==> src/rtl/eq_pkg.sv <==
// Shared types and constants for the 3-band EQ datapath.
// Coefficients and samples are signed Q2.14; the MAC accumulates in Q4.28.
package eq_pkg;

  typedef enum logic [2:0] {
    S_IDLE      = 3'd0,
    S_CLEAR     = 3'd1,
    S_ISSUE     = 3'd2,
    S_DRAIN     = 3'd3,
    S_WRITEBACK = 3'd4,
    S_DONE      = 3'd5
  } sched_state_t;

  localparam int NTAPS   = 5;
  localparam int TAP_B0  = 0;
  localparam int TAP_B1  = 1;
  localparam int TAP_B2  = 2;
  localparam int TAP_NA1 = 3;
  localparam int TAP_NA2 = 4;

  localparam int Q_FRAC = 14;
  localparam logic [15:0] SAT_POS = 16'h7FFF;
  localparam logic [15:0] SAT_NEG = 16'h8000;

endpackage

==> src/rtl/q28_to_q14_sat.sv <==
// Narrows a signed Q4.28 accumulator to signed Q2.14, truncating toward -inf
// and clamping when the integer bits above the Q2.14 range disagree.
module q28_to_q14_sat
  import eq_pkg::*;
(
  input  logic [31:0] din,
  output logic [15:0] dout
);

  logic unused_frac;
  assign unused_frac = ^din[Q_FRAC-1:0];

  always_comb begin
    if (din[31:29] == 3'b000 || din[31:29] == 3'b111) begin
      dout = din[Q_FRAC+15:Q_FRAC];
    end else if (din[31]) begin
      dout = SAT_NEG;
    end else begin
      dout = SAT_POS;
    end
  end

endmodule

==> src/rtl/biquad_mac_sched.sv <==
// Shares one external MAC across NBANDS biquad bands: per band it clears the
// accumulator, issues five taps, waits out the MAC latency and writes back.
module biquad_mac_sched
  import eq_pkg::*;
#(
  parameter int NBANDS  = 3,
  parameter int MAC_LAT = 3
) (
  input  logic                 clk,
  input  logic                 reset,
  input  logic                 sample_valid,
  input  logic [15:0]          x_in,
  input  logic                 coef_we,
  input  logic [3:0]           coef_addr,
  input  logic [15:0]          coef_wdata,
  output logic                 mac_rst,
  output logic                 ce,
  output logic [15:0]          a_in,
  output logic [15:0]          b_in,
  input  logic [31:0]          result,
  output logic [NBANDS*16-1:0] y_out,
  output logic                 y_valid,
  output logic                 busy,
  output logic                 overrun,
  output logic [2:0]           fsm_state
);

  localparam int BW    = (NBANDS > 1) ? $clog2(NBANDS) : 1;
  localparam int NCOEF = NBANDS * NTAPS;

  sched_state_t   state, next_state;
  logic [BW-1:0]  band;
  logic [3:0]     cnt;
  logic [15:0]    x0, x1, x2;
  logic [15:0]    y1 [NBANDS];
  logic [15:0]    y2 [NBANDS];
  logic [15:0]    coef [NCOEF];
  logic [15:0]    y_sat;
  logic [3:0]     coef_idx;
  logic           last_tap, last_drain, last_band;

  assign coef_idx   = 4'(int'(band) * NTAPS + int'(cnt));
  assign last_tap   = (cnt == 4'(NTAPS - 1));
  assign last_drain = (cnt == 4'(MAC_LAT - 1));
  assign last_band  = (band == BW'(NBANDS - 1));
  assign fsm_state  = state;

  q28_to_q14_sat u_sat (
    .din  (result),
    .dout (y_sat)
  );

  always_ff @(posedge clk or negedge reset) begin
    if (!reset) state <= S_IDLE;
    else        state <= next_state;
  end

  always_comb begin
    next_state = state;
    case (state)
      S_IDLE:      if (sample_valid) next_state = S_CLEAR;
      S_CLEAR:     next_state = S_ISSUE;
      S_ISSUE:     if (last_tap) next_state = S_DRAIN;
      S_DRAIN:     if (last_drain) next_state = S_WRITEBACK;
      S_WRITEBACK: next_state = last_band ? S_DONE : S_CLEAR;
      S_DONE:      next_state = S_IDLE;
      default:     next_state = S_IDLE;
    endcase
  end

  // MAC interface: mac_rst is held low while reset is asserted as well as in CLEAR.
  always_comb begin
    mac_rst = reset && (state != S_CLEAR);
    ce      = 1'b0;
    a_in    = '0;
    b_in    = '0;
    if (state == S_ISSUE) begin
      ce   = 1'b1;
      a_in = coef[coef_idx];
      case (int'(cnt))
        TAP_B0:  b_in = x0;
        TAP_B1:  b_in = x1;
        TAP_B2:  b_in = x2;
        TAP_NA1: b_in = y1[band];
        default: b_in = y2[band];
      endcase
    end
    y_valid = (state == S_DONE);
    busy    = (state != S_IDLE);
    overrun = sample_valid && (state != S_IDLE);
  end

  // cnt counts taps in ISSUE and latency cycles in DRAIN; it restarts on every state change.
  always_ff @(posedge clk or negedge reset) begin
    if (!reset) begin
      cnt   <= '0;
      band  <= '0;
      x0    <= '0;
      x1    <= '0;
      x2    <= '0;
      y_out <= '0;
      for (int i = 0; i < NBANDS; i++) begin
        y1[i] <= '0;
        y2[i] <= '0;
      end
    end else begin
      cnt <= (next_state != state) ? 4'd0 : cnt + 4'd1;
      case (state)
        S_IDLE: begin
          if (sample_valid) begin
            x0   <= x_in;
            band <= '0;
          end
        end
        S_WRITEBACK: begin
          y_out[int'(band)*16 +: 16] <= y_sat;
          y2[band] <= y1[band];
          y1[band] <= y_sat;
          if (!last_band) band <= band + 1'b1;
        end
        S_DONE: begin
          x2 <= x1;
          x1 <= x0;
        end
        default: ;
      endcase
    end
  end

  always_ff @(posedge clk or negedge reset) begin
    if (!reset) begin
      for (int i = 0; i < NCOEF; i++) coef[i] <= '0;
    end else if (coef_we && int'(coef_addr) < NCOEF) begin
      coef[coef_addr] <= coef_wdata;
    end
  end

endmodule

==> config.mk <==
export PLATFORM = sky130hd
export DESIGN_NAME = biquad_mac_sched
export DESIGN_NICKNAME = d
export VERILOG_FILES = /design/src/rtl/eq_pkg.sv /design/src/rtl/q28_to_q14_sat.sv /design/src/rtl/biquad_mac_sched.sv
export SDC_FILE = /design/constraint.sdc
export NUM_CORES = 1
export LEC_CHECK = 0
export BUFFER_PORTS_ARGS = -buffer_cell sky130_fd_sc_hd__buf_2
export CAP_MARGIN = 10
export CORE_MARGIN = 10
export CORE_UTILIZATION = 40
export DETAILED_ROUTE_END_ITERATION = 8
export REMOVE_ABC_BUFFERS = 1
export SETUP_SLACK_MARGIN = 0.05
export SLEW_MARGIN = 10
export SYNTH_ARGS = -nofsm -noshare
export SYNTH_HDL_FRONTEND = slang
export SYNTH_HIERARCHICAL = 1
export SYNTH_SLANG_ARGS = --single-unit
==> constraint.sdc <==
create_clock -name clk -period 2.89 [get_ports clk]
set_input_delay 0.1445 -clock clk [delete_from_list [all_inputs] [get_ports clk]]
set_output_delay 0.1445 -clock clk [all_outputs]
set_load 0.005 [all_outputs]
**Word-level counts from Yosys, hierarchy flattened**

Index checks and enable logic that the tools add are counted.

- Bits in writable memories: 0
- ROM bits: 0
- Bits in latches: 0
- Memories: 0
- Register bits: 441
- Output and inout port bits: 88
- Bits of input ports: 72

- Reduce and logical (&&, ||, !) cells: 13
- Divide/modulo/power cells: 0
- Magnitude comparators: 6
- Multipliers: 1
- Add/sub/neg operators: 4
- Equal/unequal tests: 15
- Bitwise gates (word level): 3
- Shift-type cells: 2
- Muxes and demuxes: 32

Operator list:

| kind | number |
|---|---|
| bitwise mux 240 bit | 1 |
| 2-to-1 mux 16 bit | 12 |
| bitwise mux 48 bit | 3 |
| binary-select mux 16 bit (select 2 bit) | 2 |
| binary-select mux 16 bit (select 4 bit) | 1 |
| demux 16 bit (select 4 bit) | 1 |
| one-hot mux 16 bit (4 select lines) | 1 |
| variable shift 16 x 33 -> 48 bit, first input constant | 1 |
| indexed part select 16 x 33 -> 48 bit | 1 |
| negator 6 -> 33 bit | 1 |
| demux 16 bit (select 2 bit) | 1 |
| one-hot mux 3 bit (5 select lines) | 1 |
| 2-to-1 mux 3 bit | 4 |
| greater-or-equal comparator 5 bit, second input constant | 2 |
| inverter 4 -> 5 bit | 2 |
| == test 3 bit, second input constant | 3 |
| == test 4 x 2 -> 1 bit, second input constant | 2 |
| == test 3 x 2 -> 1 bit, second input constant | 2 |
| logical NOT 3 bit | 2 |
| logical AND 1 bit | 5 |
| less-than comparator 5 x 1 -> 1 bit, second input constant | 1 |
| adder 4 x 1 -> 4 bit, second input constant | 1 |
| adder 4 bit | 1 |
| == test 4 x 1 -> 1 bit, second input constant | 1 |
| other kinds (22) | 24 |

**Logic depth before layout (Yosys ltp)**

Gate-level depths: netlist (run 1).

- Depth in word-level cells: 7
- Gate-level depth with buffers: 11
- Depth with buffers taken out: 8

**By module**

The synthesis (run 1) kept the hierarchy.

By module, submodules not included:

| module | sequential area each (µm²) | instances | area each (µm²) | cells an instance |
|---|---|---|---|---|
| biquad_mac_sched | 11,035.6 | 1 | 20,233.2 | 1,539 |
| q28_to_q14_sat | 0.0 | 1 | 320.3 | 54 |

**Worst setup path before layout (run 1)**

No wires, ideal clock.

- Path type: register to output
- From: register cnt[1]
- To: output port a_in[10]
- Slack: 343 ps
- Stages on the path, launching flop included: 10
- Path buffers: 3
- Data arrival time: 2,403 ps
- Cells stage by stage: dfrtp_1 -> ha_1 -> ha_1 -> inv_1 -> fa_1 -> buf_2 -> buf_2 -> buf_2 -> mux2i_1 -> o22ai_1

- Word-level cells in the longest chain between the ends: 6

Ends and longest elaborated chain:

| item | line | RTL |
|---|---|---|
| start: declaration | biquad_mac_sched.sv:33 | `logic [3:0] cnt;` |
| start signal: assignment | biquad_mac_sched.sv:107 | `cnt <= (next_state != state) ? 4'd0 : cnt + 4'd1;` |
| adder 4 bit | biquad_mac_sched.sv:42 | `assign coef_idx = 4'(int'(band) * NTAPS + int'(cnt));` |
| inverter 4 -> 5 bit (implied by the code) | biquad_mac_sched.sv:79 | `a_in = coef[coef_idx];` |
| binary-select mux 16 bit (select 4 bit) | biquad_mac_sched.sv:79 |  |
| 2-to-1 mux 16 bit (implied by the code) (2 in a row) | biquad_mac_sched.sv:79 |  |
| 2-to-1 mux 16 bit | biquad_mac_sched.sv:77 | `if (state == S_ISSUE) begin` |
| end: declaration | biquad_mac_sched.sv:18 | `output logic [15:0] a_in,` |

No other way between the ends. The select of a mux whose other input is x is not followed.

**Worst setup path in the final report (run 1)**

- From: register cnt[1]
- To: output port a_in[11]

The elaborated chain is that of the path after synthesis.

==> qor.txt, run 1 <==
status = complete, but fails checks
failing checks = negative setup slack
Final setup viols = 16
Critical Path, Cell by Cell = ha_4, ha_4, inv_2, fa_2, buf_12, buf_12, mux4_2, mux2i_2, o22ai_2, buf_2
crit share post-route = 111.8%
final net count = 1874
share of cells above drive strength 1 = 41.49%
Die W = 246.7 um
Arr. time, crit path = 3090 ps
DRT antenna net count = 0
post-synthesis cell count = 1593
RR Startpoint = band[0]
setup_tns = -4795 ps
Final Skew = 18.74 ps
largest net degree at the start of global routing = 105
Crit. End Element = primary output
Initial Util = 40.23%
1st-iter DRT viols = 783
drt first pass iters = 5
CTS tree = built
Slew Viols, Final = 0
clock period minus worst slack = 3232 ps
initial antenna violation count = 1
relative slew slack = 29.07%
CTS buffer count = 49
WHS Endpoint = y_out[15]
PnR worst setup slack = -342.4 ps
hold_sp = result[31]
drt drc = 0
detailed-route via count = 13370
Cells after DPL = 2354
Final Wtd Congestion = 0.7579
Root Buffer = clkbuf_16
PD cells = 1048 nW/um^2
Max Freq = 309.4 MHz
Critical Path Start = cnt[1]
Post-synth EDFFs = 0
fill count = 4531
Top Family by Delay on Critical Path = adder cells
static leakage = 11.11 nW
num ports = 160
Multi-input gate area = 8892 um^2
hold slack = 119.0 ps
CTS sink count = 441
post-layout instance area = 24760 um^2
VDD IR max = 0.7244 mV
slowest stage delay, CP = 540 ps
core box area = 51090 um^2
Primary FF master, synth = dfrtp_1
Worst R2R End = y1[36]
Routed wire per std cell = 20.87 um
Synth Warn # = 6
Vias/cell = 5.332
R2R setup slack = 400 ps
total power = 25.94 mW
area of the die = 60850 um^2
R2R depth = 6
number of global-route vias before repair = 14030
post-DP HPWL = 31.97 mm
Critical Path RT = 2750 ps
Seq cells post-synth = 441
Hold Path Class = primary input to flop
Cell Rows = 83
Unique masters post-synth = 52
CTS max path bufs = 3
port buffer count = 145
WP buf/inv = 4
Worst setup SP type = flop
Cell Area, Synth = 20550 um^2
Worst-path clk slew = 60 ps
Reg area = 11040 um^2
htree depth = 2
Avg Cell Area, Syn = 12.90 um^2
Die Ht = 246.7 um
Slowest-stage cell, CP = fa_2
global-route wire length before repair = 82.19 mm
hold path cells = 3
FFs w/ async S/R, synth = 100.0%
fin cells = 2508
Final Hold Fails = 0
Max Cap Violations = 0
Placed Area = 22090 um^2
area delta synth->final = 20.45%
Tot GR Track Use = 17.11%
final core utilization = 48.45%
Clk Latency, worst-skew pair = 590 ps
pre-CTS WS = 96.48 ps
worst-path maximum fanout = 8
unrepaired setup endpoints after global routing = yes
WS Path Type = flop to primary output
Seq/Total Area, Yosys = 53.69%
global route overflow = 0
Worst Max-Slew Pin Slew = 1064 ps
routed wire length = 52.34 mm
-- where the power goes --
part,switching [mW],internal (mW)
registers,0.748,7.52
logic,5.25,5.58
clock network,2.60,4.24
total,8.59,17.4
-- final cells by class --
cell class	instances	area share, %
flip-flops and latches	441	44.59
multi-input cells	1002	35.92
repair buffers	268	8.410
clock buffers	73	6.130
well taps	680	3.437
clock inverters	17	1.112
inverters	26	0.3942
diodes	1	0.01011
-- cells in the mapped netlist, types with 3 or more instances --
cell type / n / share of area [%]
o2111ai_1: 16 / 0.68
and2_1: 3 / 0.091
o21ai_0: 81 / 2.0
buf_1: 3 / 0.055
mux2_2: 306 / 17
mux2i_1: 67 / 3.3
buf_4: 15 / 0.55
mux4_2: 48 / 5.3
clkbuf_1: 50 / 0.91
or3_1: 3 / 0.091
a22oi_1: 31 / 1.1
nor3_1: 5 / 0.12
a21oi_1: 33 / 0.80
mux2_4: 30 / 2.2
a21boi_1: 15 / 0.55
xnor2_1: 4 / 0.17
nor2_2: 7 / 0.21
nand3b_1: 3 / 0.11
dfrtp_1: 441 / 54
o22ai_1: 47 / 1.4
nor3b_2: 7 / 0.43
nand2b_1: 6 / 0.18
buf_2: 44 / 1.1
buf_6: 11 / 0.60
inv_1: 25 / 0.46
and3_1: 17 / 0.52
nand2_1: 168 / 3.1
nor2_1: 52 / 0.95
o211ai_1: 16 / 0.58
ha_1: 13 / 0.79
-- state kept, by name, summed over array words and instances (netlist names) --
name / flops
band: 2
cnt: 4
x2: 16
y2: 48
coef: 240
x0: 16
fsm_state: 3
y1: 48
y_out: 48
x1: 16
-- kinds of logic (layout without fill, tap and decap cells) --
group                    Yosys count  count (layout)  synth area share, %
multiplexers                     451             451                27.48
adder cells (fa/ha/maj)           14              14               0.8888
buffers and inverters            150             384                3.762
AND/OR/NAND/NOR                  287             287                6.587
flip-flops                       441             441                53.69
other                              0               1                    0
AO/OA/AOI/OAI                    245             245                7.378
XOR/XNOR                           5               5               0.2131
-- tightest hold or removal path, stage by stage --
cell     delay, ps
buf_2          300
nand2_1        120
o21ai_0         60
-- worst max path at each step --
stage,depth (start not counted),end
final,10,a_in[11]
after global routing,11,a_in[5]
after CTS,9,a_in[11]
after detailed placement,9,a_in[11]
after global placement,9,a_in[11]
after floorplan,6,a_in[0]
-- per-layer routing --
metal | vias up | wire (um) | track usage [%]
met5 | - | 0 | 0
met2 | 261 | 26120 | 29.54
met3 | 92 | 2307 | 2.838
met1 | 6903 | 22580 | 21.57
li1 | 6116 | - | -
met4 | 0 | 1330 | 5.394
-- timing repair --
action / in CTS / in global routing
hold endpoints to repair: 238 / 0
cloned: 4 / 1
pin swaps: 2 / 11
setup buffers: 14 / 10
gates resized for setup: 30 / 16
hold buffers: 34 / 0
endpoints found under the setup margin: 31 / 31
-- cells in the final DEF, fill, tap and decap left out, types with 14 or more instances in the layout --
master and instances:
mux2i_1 63, mux2_4 30, clkbuf_8 18, a21boi_1 15
mux4_2 48, and3_1 17, o21ai_0 81, buf_4 61
o211ai_1 16, clkbuf_16 51, buf_12 14, nor2_1 51
mux2_2 306, nand2_1 166, o2111ai_1 16, a22oi_1 21
dlygate4sd3_1 34, dfrtp_1 438, inv_1 23, buf_2 144
a21oi_1 33, o22ai_1 45
(Power assumes the default switching activity.)
==> run 2, diff against run 1 <==
==> constraint.sdc (replaced) <==
create_clock -name clk -period 2.89 [get_ports clk]
set_input_delay 0.289 -clock clk [delete_from_list [all_inputs] [get_ports clk]]
set_output_delay 0.289 -clock clk [all_outputs]
set_load 0.005 [all_outputs]
==> qor.txt, run 2 (same netlist as run 1, synthesis figures left out) <==
Critical Path Start = band[1]
Worst Max-Slew Pin Slew = 1040 ps (-23.68 ps)
WS Path Type = flop to primary output
Vias/cell = 5.312 (-0.37%)
unrepaired setup endpoints after global routing = yes
failing checks = negative setup slack
Biggest register = coef
drt first pass iters = 5 (unchanged)
htree depth = 2 (unchanged)
crit share post-route = 116.3% (+4.5 points)
Hold Path Class = primary input to flop
Initial Util = 40.23% (unchanged)
CTS buffer count = 48 (-2.0%)
clock period minus worst slack = 3362 ps (+129.1 ps)
global route hottest layer = met2
Die W = 246.7 um (unchanged)
PD cells = 1057 nW/um^2 (+0.89%)
drt drc = 0 (unchanged)
met2 Usage GRT = 30.29% (+0.75 points)
Final Wtd Congestion = 0.7514 (-0.86%)
routed wire length = 53.08 mm (+1.4%)
final core utilization = 48.53% (+0.076 points)
largest net degree at the start of global routing = 107 (+1.9%)
Cell Rows = 83 (unchanged)
RR Startpoint = band[1]
Critical Path, Cell by Cell = ha_4, ha_4, inv_2, fa_2, buf_12, buf_8, buf_16, mux4_2, mux2i_1, o22ai_1, buf_2
Final Skew = 33.29 ps (+14.55 ps)
leading cell type in the layout, fill and taps excluded = dfrtp_1
num ports = 160 (unchanged)
share of cells above drive strength 1 = 42.85% (+1.4 points)
hold_sp = sample_valid
M1 GR Usage = 21.61% (+0.037 points)
final net count = 1876 (+0.11%)
initial antenna violation count = 3 (+2)
Max Cap Violations = 0 (unchanged)
relative slew slack = 30.65% (+1.6 points)
most frequent cells in the layout = 439 x dfrtp_1, 306 x mux2_2, 166 x nand2_1
Arr. time, crit path = 3070 ps (-20 ps)
number of global-route vias before repair = 13930 (-0.76%)
Root Buffer = clkbuf_16
area of the die = 60850 um^2 (unchanged)
detailed-route via count = 13310 (-0.49%)
Slowest-stage cell, CP = fa_2
slowest stage delay, CP = 540 ps (about the same)
1st-iter DRT viols = 752 (-4.0%)
max FFs per register = 240 (unchanged)
VDD IR max = 0.7319 mV (+1.0%)
Routed wire per std cell = 21.19 um (+1.5%)
Clk Latency, worst-skew pair = 590 ps (about the same)
static leakage = 11.11 nW (about the same)
CTS max path bufs = 3 (unchanged)
core box area = 51090 um^2 (unchanged)
pre-CTS WS = -60.12 ps (-156.6 ps)
CTS sink count = 441 (unchanged)
most frequent CP cell = ha_4
hold slack = 53.82 ps (-65.16 ps)
status = complete, but fails checks
global-route wire length before repair = 82.23 mm (about the same)
DRT antenna net count = 0 (unchanged)
Worst-path clk slew = 60 ps (about the same)
Max Freq = 297.5 MHz (-3.8%)
post-DP HPWL = 32.86 mm (+2.8%)
Slew Viols, Final = 0 (unchanged)
Crit. End Element = primary output
port buffer count = 145 (unchanged)
PnR worst setup slack = -471.5 ps (-129.1 ps)
Worst setup SP type = flop
Critical Path RT = 2600 ps (-150 ps)
CTS tree = built
Die Ht = 246.7 um (unchanged)
routing usage on met3 = 2.849% (+0.011 points)
worst-path maximum fanout = 6 (-2)
# diodes = 0 (-1)
Tot GR Track Use = 17.25% (+0.14 points)
Final Hold Fails = 0 (unchanged)
global route overflow = 0 (unchanged)
Final setup viols = 18 (+2)
area delta synth->final = 20.64%
## run 2: cell count changes in the layout (fill, tap and decap cells not counted), moves of 3 or more
cell | before | now
clkbuf_8 | 18 | 9
clkbuf_1 | 5 | 9
o22ai_2 | 2 | 5
ha_1 | 10 | 6
buf_12 | 14 | 21
buf_6 | 4 | 10
o22ai_1 | 45 | 41
buf_4 | 61 | 67
dlygate4sd3_1 | 34 | 17
ha_4 | 2 | 6
## run 2: metrics by stage
stage	area, um^2	total power [mW]	setup TNS [ps]	cells
4_1_cts	24470	25.79	-8263	2492
6_report	24800	26.22	-7010	2505
5_1_grt	24800	27.65	-9044	2505
3_3_place_gp	22230	18.05	-258.5	2370
2_1_floorplan	19880	14.16	-58130	1469
3_5_place_dp	22230	18.24	-325.4	2370
## run 2: power by group
part,switching [mW],leakage [nW],internal (mW)
Clock,2.53,0.807,3.79
Combinational,5.57,4.92,6.06
Sequential,0.751,5.38,7.52
## run 2: final timing paths
path	end	slack (ps)	depth (start not counted)
max	a_in[1]	-470	11
min	fsm_state[0]	50	3
max reg2reg	y1[44]	360	5
min reg2reg	y_out[33]	470	2
max in group asynchronous	coef[55]	1520	3
min in group asynchronous	y_out[23]	270	2
## run 2: repair_timing
| item | 4_1_cts | 5_1_grt |
|---|---|---|
| pin swaps | 4 | 14 |
| buffers inserted | 13 | 12 |
| cloned | 7 | 3 |
| hold buffers | 17 | 0 |
| setup endpoints to repair | 32 | 32 |
| resized for setup | 38 | 44 |
| endpoints found under the hold margin | 71 | 0 |
## run 2: cell type report
| cell class | instances | area [um^2] |
|---|---|---|
| fill | 4554 | 26300 |
| sequential | 441 | 11040 |
| multi-input combinational | 1003 | 9054 |
| timing repair buffer | 270 | 2130 |
| clock buffer | 67 | 1384 |
| tap | 680 | 850.8 |
| clock inverter | 18 | 237.7 |
| inverter | 26 | 102.6 |
## run 2: metal layers
layer,up-vias,wire length (um)
li1,6120,-
met1,6858,22760
met2,245,27010
met3,78,2160
met4,6,1092
met5,-,53
## run 2: worst max-delay path, delay by kind of cell (launching register included)
family,cells,cell delay [ps]
flip-flops,1,430
multiplexers,2,430
adder cells (fa/ha/maj),3,930
buffers and inverters,5,590
AO/OA/AOI/OAI,1,90
